## config.mk

```make
export PLATFORM = sky130hd
export DESIGN_NAME = free_list_ckpt_ctrl
export DESIGN_NICKNAME = d
export VERILOG_FILES = /design/src/rtl/free_list_ckpt_ctrl_pkg.sv /design/src/rtl/free_list_ckpt_ctrl_retire_bitvec_decode.sv /design/src/rtl/free_list_ckpt_ctrl.sv
export SDC_FILE = /design/constraint.sdc
export NUM_CORES = 1
export LEC_CHECK = 0
export BUFFER_PORTS_ARGS = -buffer_cell sky130_fd_sc_hd__buf_4
export CAP_MARGIN = 20
export CORE_AREA = 2 2 186 188
export DETAILED_ROUTE_END_ITERATION = 12
export DIE_AREA = 0 0 188 190
export HOLD_SLACK_MARGIN = 0.02
export PLACE_DENSITY = 0.77
export SLEW_MARGIN = 15
export SYNTH_ARGS = -nofsm -noshare
export SYNTH_HDL_FRONTEND = slang
export SYNTH_SLANG_ARGS = --single-unit
```

## constraint.sdc

```tcl
create_clock -name clock -period 5.1 [get_ports clock]
set_input_delay 1.02 -clock clock [delete_from_list [all_inputs] [get_ports clock]]
set_output_delay 1.02 -clock clock [all_outputs]
set_load 0.03 [all_outputs]
```

## src/rtl/free_list_ckpt_ctrl_pkg.sv

```systemverilog
// Shared rename-stage definitions for the free-list checkpoint controller.
//
// Contents:
//   N, NUM_SCALAR_BITS     - superscalar retire width and its count width
//   PHYS_REG_SZ_R10K       - number of physical registers (free-list width)
//   PHYS_REG_IDX           - physical register index type
//   CKPT_DEPTH, CKPT_ID_BITS, CKPT_ID - default checkpoint geometry
//   CKPT_ENTRY             - one checkpoint slot {valid, free_list}
//   ckpt_state_e           - controller FSM states
package free_list_ckpt_ctrl_pkg;

  localparam int unsigned N                 = 2;
  localparam int unsigned NUM_SCALAR_BITS   = $clog2(N + 1);
  localparam int unsigned PHYS_REG_SZ_R10K  = 64;
  localparam int unsigned PHYS_REG_IDX_BITS = $clog2(PHYS_REG_SZ_R10K);

  typedef logic [PHYS_REG_IDX_BITS-1:0] PHYS_REG_IDX;

  localparam int unsigned CKPT_DEPTH   = 4;
  localparam int unsigned CKPT_ID_BITS = $clog2(CKPT_DEPTH);

  typedef logic [CKPT_ID_BITS-1:0] CKPT_ID;

  typedef struct packed {
    logic                        valid;
    logic [PHYS_REG_SZ_R10K-1:0] free_list;
  } CKPT_ENTRY;

  typedef enum logic [0:0] {
    StIdle,
    StRestore
  } ckpt_state_e;

endpackage

```

## src/rtl/free_list_ckpt_ctrl_retire_bitvec_decode.sv

```systemverilog
// Retire bit-vector decode (retire_bitvec_decode) for the checkpoint controller.
// Turns the T_old indices retiring this cycle into a one-hot OR vector over the
// physical register file. Only entries 0..num_retiring_valid-1 contribute.
//
// Ports:
//   phys_reg_retiring  in  [N] PHYS_REG_IDX  retiring T_old indices
//   num_retiring_valid in  NUM_SCALAR_BITS   count of valid leading entries
//   retire_vec         out PHYS_REG_SZ_R10K  OR of one-hot(index) over valid entries
module free_list_ckpt_ctrl_retire_bitvec_decode
  import free_list_ckpt_ctrl_pkg::*;
(
  input  PHYS_REG_IDX                 phys_reg_retiring [N],
  input  logic [NUM_SCALAR_BITS-1:0]  num_retiring_valid,
  output logic [PHYS_REG_SZ_R10K-1:0] retire_vec
);

  always_comb begin
    retire_vec = '0;
    for (int unsigned i = 0; i < N; i++) begin
      if (NUM_SCALAR_BITS'(i) < num_retiring_valid) begin
        retire_vec[phys_reg_retiring[i]] = 1'b1;
      end
    end
  end

endmodule

```

## src/rtl/free_list_ckpt_ctrl.sv

```systemverilog
// Branch checkpoint controller for the R10K rename-stage free list.
//
// Holds up to CKPT_DEPTH age-ordered free-list snapshots in a circular buffer
// (head = oldest, tail = next to allocate). Every live snapshot keeps ORing in
// registers freed by retirement so that a restore hands FreddyList a list that
// already includes everything retired since the branch dispatched. A mispredict
// drives a one-cycle restore pulse with the snapshot and the set of squashed
// slots (the mispredicted slot and everything younger).
//
// Ports:
//   clock, reset          single rising-edge clock, synchronous active-high reset
//   ckpt_req              dispatch has a branch this cycle
//   ckpt_free_list        free list just after the branch's own allocation
//   ckpt_grant / ckpt_id  combinational accept and the slot given to the branch
//   ckpt_mask             live-checkpoint vector (state after the previous edge)
//   full                  no slot free (state after the previous edge)
//   phys_reg_retiring     retiring T_old indices, num_retiring_valid of them valid
//   resolve_valid/_id/_mispredict  branch resolution from execute
//   free_list_restore     registered snapshot for FreddyList
//   restore_flag          registered one-cycle restore pulse
//   squash_mask           registered slots killed by the restore
//   ckpt_count            occupancy, only with FREE_LIST_CKPT_DEBUG_EN
//
// Build option: define FREE_LIST_CKPT_DEBUG_EN to add the ckpt_count port and a
// check that a grant is never issued while full.
module free_list_ckpt_ctrl
  import free_list_ckpt_ctrl_pkg::*;
#(
  parameter int unsigned CKPT_DEPTH   = free_list_ckpt_ctrl_pkg::CKPT_DEPTH,
  parameter int unsigned CKPT_ID_BITS = $clog2(CKPT_DEPTH)
) (
  input  logic                        clock,
  input  logic                        reset,
  input  logic                        ckpt_req,
  input  logic [PHYS_REG_SZ_R10K-1:0] ckpt_free_list,
  output logic                        ckpt_grant,
  output logic [CKPT_ID_BITS-1:0]     ckpt_id,
  output logic [CKPT_DEPTH-1:0]       ckpt_mask,
  output logic                        full,
  input  PHYS_REG_IDX                 phys_reg_retiring [N],
  input  logic [NUM_SCALAR_BITS-1:0]  num_retiring_valid,
  input  logic                        resolve_valid,
  input  logic [CKPT_ID_BITS-1:0]     resolve_id,
  input  logic                        resolve_mispredict,
  output logic [PHYS_REG_SZ_R10K-1:0] free_list_restore,
  output logic                        restore_flag,
  output logic [CKPT_DEPTH-1:0]       squash_mask
`ifdef FREE_LIST_CKPT_DEBUG_EN
  ,
  output logic [CKPT_ID_BITS:0]       ckpt_count
`endif
);

  // Pointers carry one extra wrap bit so full and empty are distinguishable.
  typedef logic [CKPT_ID_BITS:0] ptr_t;

  ckpt_state_e state_q;
  CKPT_ENTRY   entry_q [CKPT_DEPTH];
  ptr_t        head_q;
  ptr_t        tail_q;

  logic [PHYS_REG_SZ_R10K-1:0] retire_vec;

  ptr_t                    occupancy;
  logic [CKPT_DEPTH-1:0]   valid_vec;
  logic [CKPT_DEPTH-1:0]   squash_vec;
  logic [CKPT_ID_BITS-1:0] head_idx;
  logic [CKPT_ID_BITS-1:0] tail_idx;
  logic [CKPT_ID_BITS-1:0] k_off;
  logic [CKPT_ID_BITS-1:0] slot_off;
  logic                    resolve_hit;
  logic                    mispredict_req;
  logic                    mispredict_accept;
  logic                    correct_accept;
  logic                    head_advance;

  free_list_ckpt_ctrl_retire_bitvec_decode u_retire_decode (
    .phys_reg_retiring  (phys_reg_retiring),
    .num_retiring_valid (num_retiring_valid),
    .retire_vec         (retire_vec)
  );

  always_comb begin
    head_idx  = head_q[CKPT_ID_BITS-1:0];
    tail_idx  = tail_q[CKPT_ID_BITS-1:0];
    occupancy = tail_q - head_q;

    valid_vec = '0;
    for (int unsigned i = 0; i < CKPT_DEPTH; i++) begin
      valid_vec[i] = entry_q[i].valid;
    end

    resolve_hit       = resolve_valid & valid_vec[resolve_id];
    mispredict_req    = resolve_hit & resolve_mispredict;
    mispredict_accept = mispredict_req & (state_q == StIdle);
    correct_accept    = resolve_hit & ~resolve_mispredict & (state_q == StIdle);

    // Holes left by out-of-order resolves are reclaimed one per cycle.
    head_advance = (head_q != tail_q) & ~valid_vec[head_idx];

    // Age position of the mispredicted slot; everything at or past it up to the
    // tail is younger and gets squashed.
    k_off      = resolve_id - head_idx;
    slot_off   = '0;
    squash_vec = '0;
    for (int unsigned i = 0; i < CKPT_DEPTH; i++) begin
      slot_off      = CKPT_ID_BITS'(i) - head_idx;
      squash_vec[i] = ({1'b0, slot_off} >= {1'b0, k_off}) && ({1'b0, slot_off} < occupancy);
    end
  end

  assign full       = (occupancy == ptr_t'(CKPT_DEPTH));
  assign ckpt_mask  = valid_vec;
  assign ckpt_grant = ckpt_req & ~full & (state_q == StIdle) & ~mispredict_req;
  assign ckpt_id    = tail_idx;

  always_ff @(posedge clock) begin
    if (reset) begin
      state_q           <= StIdle;
      head_q            <= '0;
      tail_q            <= '0;
      restore_flag      <= 1'b0;
      free_list_restore <= '0;
      squash_mask       <= '0;
      for (int unsigned i = 0; i < CKPT_DEPTH; i++) begin
        entry_q[i] <= '0;
      end
    end else begin
      restore_flag <= 1'b0;

      for (int unsigned i = 0; i < CKPT_DEPTH; i++) begin
        if (entry_q[i].valid) begin
          entry_q[i].free_list <= entry_q[i].free_list | retire_vec;
        end
      end

      if (head_advance) begin
        head_q <= head_q + ptr_t'(1);
      end

      // The tail slot is never valid when a grant is possible, so this does
      // not collide with the retire merge above.
      if (ckpt_grant) begin
        entry_q[tail_idx] <= '{valid: 1'b1, free_list: ckpt_free_list | retire_vec};
        tail_q            <= tail_q + ptr_t'(1);
      end

      if (correct_accept) begin
        entry_q[resolve_id].valid <= 1'b0;
      end

      unique case (state_q)
        StIdle: begin
          if (mispredict_accept) begin
            state_q           <= StRestore;
            restore_flag      <= 1'b1;
            free_list_restore <= entry_q[resolve_id].free_list | retire_vec;
            squash_mask       <= squash_vec;
            tail_q            <= head_q + {1'b0, k_off};
            for (int unsigned i = 0; i < CKPT_DEPTH; i++) begin
              if (squash_vec[i]) begin
                entry_q[i].valid <= 1'b0;
              end
            end
          end
        end
        StRestore: begin
          state_q <= StIdle;
        end
      endcase
    end
  end

`ifdef FREE_LIST_CKPT_DEBUG_EN
  assign ckpt_count = occupancy;

  grant_never_full_a: assert property (@(posedge clock) disable iff (reset)
    !(ckpt_grant && full));
`endif

endmodule

```

== Word-level counts from Yosys, hierarchy flattened ==
Memories as Yosys holds them, arrays and structs flattened.
Index checks and enable logic that the tools add are counted.
Widths: inputs -> output; s select.

* Register bits after elaboration: 76
* Latch bits: 0
* Memory bits (writable): 260
* Memory bits (read-only): 0
* Input port bits: 85
* Output and inout port bits: 77
* Memories: 1

{| class="wikitable"
|+ Memory list
! name !! words !! bits a word !! rd ports !! clocked after memory_dff !! write ports !! line !! RTL
|-
| entry_q || 4 || 65 || 5 || 0 || 6 || free_list_ckpt_ctrl.sv:58 || <nowiki>CKPT_ENTRY entry_q [CKPT_DEPTH];</nowiki>
|}

* $add $sub $neg: 9
* Multiply operators: 0
* Div/mod/pow operators: 0
* $lt $le $gt $ge: 16
* Equality and inequality tests: 2
* Shift operators: 0
* Muxes and demuxes: 63
* Bitwise operators: 29
* Reduce and logical (&&, ||, !) cells: 8

{| class="wikitable"
|+ Operators by type and width
! operator !! number
|-
| $or 64x64->64 || 7
|-
| $mux 64 || 6
|-
| $mux 1 || 49
|-
| $lt 6x7->1 const B || 2
|-
| $demux 1 s6 || 2
|-
| $ge 6x1->1 const B || 2
|-
| $lt 2x3->1 || 4
|-
| $and 1x1->1 || 9
|-
| $mux 3 || 3
|-
| $ge 2x2->1 || 4
|-
| $or 1x1->1 || 8
|-
| $add 3x1->3 const B || 2
|-
| $logic_and 1x1->1 || 6
|-
| $lt 2x3->1 const B || 2
|-
| $not 1->1 || 5
|-
| $bmux 1 s2 || 2
|-
| $lt 1x2->1 const A || 2
|-
| $sub 1x2->2 const A || 2
|-
| $sub 2x2->2 const A || 2
|-
| $add 3x2->3 || 1
|-
| $eq 3x3->1 const B || 1
|-
| $ne 3x3->1 || 1
|-
| $sub 3x3->3 || 1
|-
| $pmux 1 s2 || 1
|-
| 3 further kinds || 3
|}

== Logic depth before layout (Yosys ltp) ==
Gate-level depths: netlist (run 1).
An unclocked memory read counts as a cell.

* Depth in word-level cells: 11
* Gate-level depth with buffers: 15

== Hierarchy ==
Synthesis (run 1) repeated with hierarchy kept, for this count alone.

* Cells, all modules: 1835
* Area, all modules: 19851.5 µm²

{| class="wikitable"
|+ Modules (own cells, without submodules)
! module !! instances !! cells each !! area an instance (µm²) !! seq. area each (µm²)
|-
| free_list_ckpt_ctrl || 1 || 1694 || 18950.7 || 9268.9
|-
| free_list_ckpt_ctrl_retire_bitvec_decode || 1 || 141 || 900.9 || 0.0
|}

== Worst setup path before layout (run 1) ==
OpenSTA, ideal clock, no wires.

* Path type: reg2reg
* Start: reg tail_q[0]
* End: mem entry_q[1][0] (netlist name), enable pin
* Setup time: 0.853 ns
* Arrival time: 4.205 ns
* Data required time: 4.247 ns
* Setup slack: 0.043 ns
* Cell stages (with the launch flop): 12
* Buffers on the path: 2
* Period minus slack after synthesis: 5.057 ns
* Cells stage by stage: dfxtp_1 -> inv_1 -> ha_1 -> inv_1 -> fa_1 -> xor3_1 -> o21bai_2 -> nor2_2 -> nand3_1 -> clkbuf_1 -> clkbuf_1 -> nand3_1

{| class="wikitable"
|+ RTL lines
! item !! line !! RTL
|-
| from (decl) || free_list_ckpt_ctrl.sv:60 || <nowiki>ptr_t tail_q;</nowiki>
|-
| from (signal assigned) || free_list_ckpt_ctrl.sv:145 || <nowiki>tail_q <= tail_q + ptr_t'(1);</nowiki>
|-
| from (signal assigned) || free_list_ckpt_ctrl.sv:159 || <nowiki>tail_q <= head_q + {1'b0, k_off};</nowiki>
|-
| to (decl) || free_list_ckpt_ctrl.sv:58 ||
|}

== Worst setup path in the final report (run 1) ==
* Start: reg tail_q[0]
* End: out ckpt_grant

* Cells in the longest elaborated chain, start to end: 6

{| class="wikitable"
|+ RTL lines
! item !! line !! RTL
|-
| $sub 3x3->3 || free_list_ckpt_ctrl.sv:86 || <nowiki>occupancy = tail_q - head_q;</nowiki>
|-
| $eq 3x3->1 || free_list_ckpt_ctrl.sv:112 || <nowiki>assign full = (occupancy == ptr_t'(CKPT_DEPTH));</nowiki>
|-
| $not 1->1 || free_list_ckpt_ctrl.sv:114 || <nowiki>assign ckpt_grant = ckpt_req & ~full & (state_q == StIdle) & ~mispredict_req;</nowiki>
|-
| $and 1x1->1 (3 in a row) || free_list_ckpt_ctrl.sv:114 ||
|-
| to (decl) || free_list_ckpt_ctrl.sv:36 || <nowiki>output logic ckpt_grant,</nowiki>
|}

No other way between the ends.

==> impl_metrics.tcl, run 1 <==
set metrics [dict create \
    clock_skew_ns 0.0282 \
    drive_gt1_frac 0.179 \
    wl_per_cell_um 26.1 \
    io_buffers 161 \
    start_kind "flip-flop" \
    seq_area_frac_synth 0.504 \
    ys.flop_type "edfxtp_1" \
    async_reset_ff_frac 0 \
    fin_crit_sh 0.816 \
    place_congestion 1.00 \
    grt_overflow 0 \
    ctsRootBufferMaster "clkbuf_16" \
    max_stage_delay_ns 0.52 \
    antenna_found_initial 0 \
    die-width_um 188 \
    path_delay_family "buffers and inverters" \
    fin_setup_tns_ns 0 \
    hold_viol_final 0 \
    fin_crit_ns 4.16 \
    die_h_um 190 \
    crit_buf_inv 4 \
    maxCapViolations 0 \
    yosysTopAreaCell "edfxtp_1" \
    fin_util 0.623 \
    post_cts_resized 0 \
    drt_iter0_drc 2205 \
    crit_path_top_delay_cell "xor3_1" \
    cts_buffers 37 \
    slew_headroom 0.243 \
    p_leak_nw 7.35 \
    comb_power_share 0.273 \
    drt_first_pass_iters 7 \
    p_int_mw 6.00 \
    grt_pass1_vias 16500 \
    synth.most_common_cell "edfxtp_1" \
    grt_setup_unrepaired "false" \
    critPathRequiredTime_ns 4.08 \
    status "completed" \
    vias_per_cell 7.00 \
    yosys-top-cells-count "edfxtp_1, nand2_1, nor2_1" \
    io_pins 162 \
    arrival_ns 3.14 \
    cts.sinks 335 \
    synth_edf_count 256 \
    rows 68 \
    syn2layout_area_growth_pct 14.9 \
    syn-cell-area_sq_um 18400 \
    htreeDepth 2 \
    layout_setup_ws_ns 0.941 \
    start_util 0.542 \
    cts_setup_buffers 0 \
    cp_max_fo 10 \
    grt_util_all_layers 0.348 \
    clk_latency_ns 0.56 \
    swShare 0.337 \
    synth_cell_types 62 \
    synth_nets 1975 \
    yosys-top-cells-area "edfxtp_1, dfxtp_1, mux4_2" \
    max_freq_mhz 240 \
    diodes 0 \
    path_clk_slew_ns 0.06 \
    yosysWarnings 0 \
    hp-class "reg2reg" \
    p_clk_frac 0.301 \
    grt_max_degree 68 \
    switchingPower_mw 3.05 \
    drt_wl_total_um 63300 \
    setup_viol 0 \
    pwr-share-seq 0.426 \
    fin_area_sq_um 21100 \
    pre_cts_ws_ns 0.730 \
    clock_path_buffers 3 \
    worstSetupPathType "reg2out" \
    dp_hpwl_um 38800 \
    critPathCaptureType "output port" \
    worst_ir_drop_vdd_mv 0.310 \
    vias 17000 \
    nets 2049 \
    drc 0 \
    crit_chain "buf_4 > inv_1 > ha_1 > inv_1 > fa_1 > xor3_1 > o21bai_2 > nor2_2 > buf_4" \
    detail-route-antenna-nets 0 \
    yosys.area.top_type_share 0.418 \
    p_per_area_nw_per_um2 428 \
    syn_area_per_cell_sq_um 9.83 \
    placed_area_sq_um 19900 \
    finalMaxSlewViolations 0 \
    cts_tree "yes" \
    ys_ff_latch 335 \
    core_sq_um 33900 \
    syn_inst 1871 \
    ctsHoldBuffers 0 \
    grt_pass1_wl_um 96000 \
    dieArea_sq_um 35700 \
    tightest_slew_ns 1.14 \
]
-- layout make-up --
cell class                 count  area, sq um
inverter                      39          146
tap                          455          569
clock inverter                12          138
multi-input combinational   1337         8360
clock buffer                  56         1070
sequential                   335         9270
fill                        2702        12800
timing repair buffer         195         1590
-- layer usage --
| metal | wire, um | GRT usage |
|---|---|---|
| met5 | 0 | 0 |
| met4 | 2880 | 0.152 |
| met3 | 8530 | 0.0666 |
| met2 | 29100 | 0.566 |
| met1 | 22900 | 0.457 |
-- power groups by stage --
stage	Combinational [mW]	Sequential, mW	Clock, mW
finish	2.47	3.85	2.72
global route	2.64	3.90	2.81
CTS	2.41	3.84	2.71
detailed placement	2.40	3.89	0
global placement	2.34	3.86	0
floorplan	1.60	3.85	0
-- flip-flops by register name (all words and copies together), names as in the netlist --
| signal | cells |
|---|---|
| free_list_restore | 64 |
| entry_q | 260 |
| squash_mask | 4 |
| restore_flag | 1 |
| head_q | 3 |
| tail_q | 3 |
-- worst register-to-register path, cell delays in order (launching register included) --
cell      delay [ns]
dfxtp_1         0.30
buf_4           0.18
inv_1           0.21
ha_1            0.18
inv_1           0.05
fa_1            0.38
xor3_1          0.52
o21bai_2        0.42
nor2_2          0.16
nand3_2         0.15
buf_4           0.76
o22ai_1         0.25
-- through the flow --
step,total power [mW],cells,hold slack (ns)
finish,9.05,2429,0.468
global route,9.35,2429,0.504
CTS,8.97,2429,0.475
detailed placement,6.28,2361,0.467
global placement,6.20,2361,0.446
floorplan,5.46,1871,0.491
-- cell families after synthesis --
| kind of cell | synth area share |
|---|---|
| fa+ha+maj | 0.0141 |
| simple gates | 0.145 |
| flops | 0.504 |
| compound gates | 0.205 |
| mux | 0.0813 |
| xor+xnor | 0.00463 |
| buf+inv | 0.0458 |
-- placed cells by master, fill, tap and decap left out, types with 6 or more instances in the layout --
cell type / netlist / routed
o21ai_0: 117 / 117
a31oi_1: 175 / 175
o211ai_1: 20 / 20
nand3_1: 24 / 20
buf_12: 0 / 10
nor2b_1: 8 / 8
nand2_1: 246 / 244
a21oi_1: 103 / 103
dfxtp_1: 79 / 79
nor3_1: 55 / 53
nand2b_1: 14 / 14
a22oi_1: 20 / 20
o22a_1: 10 / 10
ha_1: 16 / 16
mux4_2: 66 / 66
inv_1: 39 / 38
edfxtp_1: 256 / 256
or2_2: 6 / 6
clkbuf_8: 0 / 7
clkbuf_16: 0 / 37
o31ai_1: 18 / 18
nor2_1: 236 / 235
o22ai_1: 127 / 127
buf_4: 6 / 185
clkbuf_1: 120 / 12
-- path summary, 6_finish.rpt --
| path | depth (start not counted) | slack [ns] | start | endpoint |
|---|---|---|---|---|
| setup reg to reg | 11 | 1.24 | tail_q[0] | entry_q[1][20] |
| hold / removal | 2 | 0.47 | squash_mask[2] | squash_mask[2] |
| hold reg to reg | 2 | 0.47 | squash_mask[2] | squash_mask[2] |
| setup / recovery | 9 | 0.94 | tail_q[0] | ckpt_grant |
No activity file was read; power rests on OpenSTA's default activity.
==> run 2, diff against run 1 <==
CORE_AREA = 2 2 180 182   (was 2 2 186 188)
DIE_AREA = 0 0 182 184   (was 0 0 188 190)
PLACE_DENSITY = 0.78   (was 0.77)
clock period = 3.98 ns   (was 5.1 ns; I/O delays follow)
==> run 2 against run 1 <==
Net effect: combinational power grew 34%; cell count shrank 1.5%; global-route usage grew 3.1 points; power grew 29%; non-clock buffer count grew 14; final area grew 0.33%; largest power group unchanged; clock-buffer cell count shrank 7; setup slack lost 0.65 ns; critical path type unchanged; clock power grew 27%.
==> impl_metrics.tcl, run 2 (synthesis gave the netlist of run 1 again) <==
set metrics [dict create \
    status "completed" \
    cts_buffers 38 \
    setup_viol 0 \
    p_leak_nw 7.42 \
    htreeDepth 2 \
    nets 2064 \
    holdPathStages 2 \
    min-delay-start "squash_mask[2]" \
    rr_startpoint "tail_q[0]" \
    grt_max_degree 68 \
    die_h_um 184 \
    dieArea_sq_um 33500 \
    n_fill_cell 2411 \
    layout_common_cells "edfxtp_1, nand2_1, nor2_1" \
    io_buffers 161 \
    timing.rr.end "entry_q[2][62]" \
    drt_wl_total_um 63800 \
    grt_pass1_wl_um 97800 \
    fin_setup_tns_ns 0 \
    ctsHoldBuffers 0 \
    io_pins 162 \
    clock_skew_ns 0.0307 \
    critPathRequiredTime_ns 3.18 \
    drt_first_pass_iters 6 \
    vias_per_cell 7.18 \
    worst_ir_drop_vdd_mv 0.445 \
    cts_setup_buffers 0 \
    core_sq_um 31400 \
    wl_per_cell_um 26.7 \
    largest_reg_flops 260 \
    dp_hpwl_um 40300 \
    clk_latency_ns 0.55 \
    drive_gt1_frac 0.186 \
    place_inst 2322 \
    detail-route-antenna-nets 0 \
    critPathCaptureType "output port" \
    start_util 0.586 \
    stdcell_count 2393 \
    syn2layout_area_growth_pct 15.3 \
    path_clk_slew_ns 0.06 \
    clock_path_buffers 3 \
    grt_overflow 0 \
    worstSetupPathType "reg2out" \
    hp-class "reg2reg" \
    rows 65 \
    hold_viol_final 0 \
    start_kind "flip-flop" \
    finalMaxSlewViolations 0 \
    tightest_slew_ns 0.998 \
    largest_register "entry_q" \
    cp_max_fo 7 \
    drt_iter0_drc 2403 \
    grt_util_all_layers 0.378 \
    maxCapViolations 0 \
    fin_crit_sh 0.928 \
    r2r_slack_ns 0.62 \
    fin_total_pwr_mw 11.7 \
    drc 0 \
    cts_tree "yes" \
    die-width_um 182 \
    cts.sinks 335 \
    grt_pass1_vias 16800 \
    max_freq_mhz 271 \
    arrival_ns 2.90 \
    place_congestion 1.01 \
    post_cts_resized 0 \
    ctsRootBufferMaster "clkbuf_16" \
    hold_end "squash_mask[2]" \
    slew_headroom 0.334 \
    final_common_cell "edfxtp_1" \
    antenna_found_initial 1 \
    vias 17200 \
    fin_crit_ns 3.69 \
    grt_setup_unrepaired "false" \
    largestRegisters "entry_q x260, free_list_restore x64, squash_mask x4" \
    rr_worst_depth 11 \
    p_per_area_nw_per_um2 549 \
]
run 2: cell types whose count changed in the layout (fill, tap and decap cells not counted), sizes merged:
cell | before | now
diode | 0 | 1
inv | 43 | 42
clkbuf | 56 | 49
clkinvlp | 1 | 3
clkinv | 5 | 13
buf | 195 | 209
run 2: where the power goes:
group / switching, mW / internal, mW
Combinational: 2.11 / 1.19
Sequential: 0.345 / 4.56
Clock: 1.49 / 1.96
run 2: routing by layer:
metal	GRT usage	share of wire	wire, um	vias to the layer above
met4	0.184	0.048	3040	0
met5	0	0	0	-
li1	-	-	-	7276
met3	0.0781	0.14	8620	260
met1	0.506	0.36	22900	8127
met2	0.594	0.46	29200	1511
run 2: how the worst max path moves through the flow:
stage	from	to	slack (ns)	cells past startpoint
2_1_floorplan	resolve_id[1]	entry_q[3][31]	0.03	14
3_3_place_gp	resolve_id[0]	entry_q[0][48]	0.34	10
3_5_place_dp	resolve_id[0]	entry_q[3][46]	0.24	12
4_1_cts	tail_q[0]	ckpt_grant	0.31	9
5_1_grt	tail_q[0]	ckpt_grant	0.21	9
6_report	tail_q[0]	ckpt_grant	0.29	9
run 2: area by class of cell:
type                            instances  area, sq um  share of cell area
Tap cell                              402          503              0.0237
Inverter                               39          146             0.00690
Clock buffer                           49         1020              0.0482
Clock inverter                         21          178             0.00838
Timing Repair Buffer                  209         1720              0.0811
Antenna cell                            1         2.50            0.000118
Multi-Input combinational cell       1337         8360               0.394
Sequential cell                       335         9270               0.437
run 2: metrics by stage:
stage	util	hold WS [ns]	setup slack [ns]	instance area, sq um
after floorplan	-	0.491	0.0261	18400
after global placement	0.637	0.451	0.340	20000
after detailed placement	0.637	0.454	0.236	20000
after CTS	0.675	0.462	0.308	21200
after global routing	0.675	0.471	0.213	21200
final	0.675	0.464	0.287	21200
run 2: worst max-delay path, cell delays in order, from the launching register on:
cell	delay [ns]
dfxtp_1	0.32
inv_1	0.08
ha_1	0.16
inv_1	0.05
fa_1	0.38
xor3_1	0.47
o21bai_2	0.17
buf_4	0.18
nor2_2	0.31
buf_4	0.24
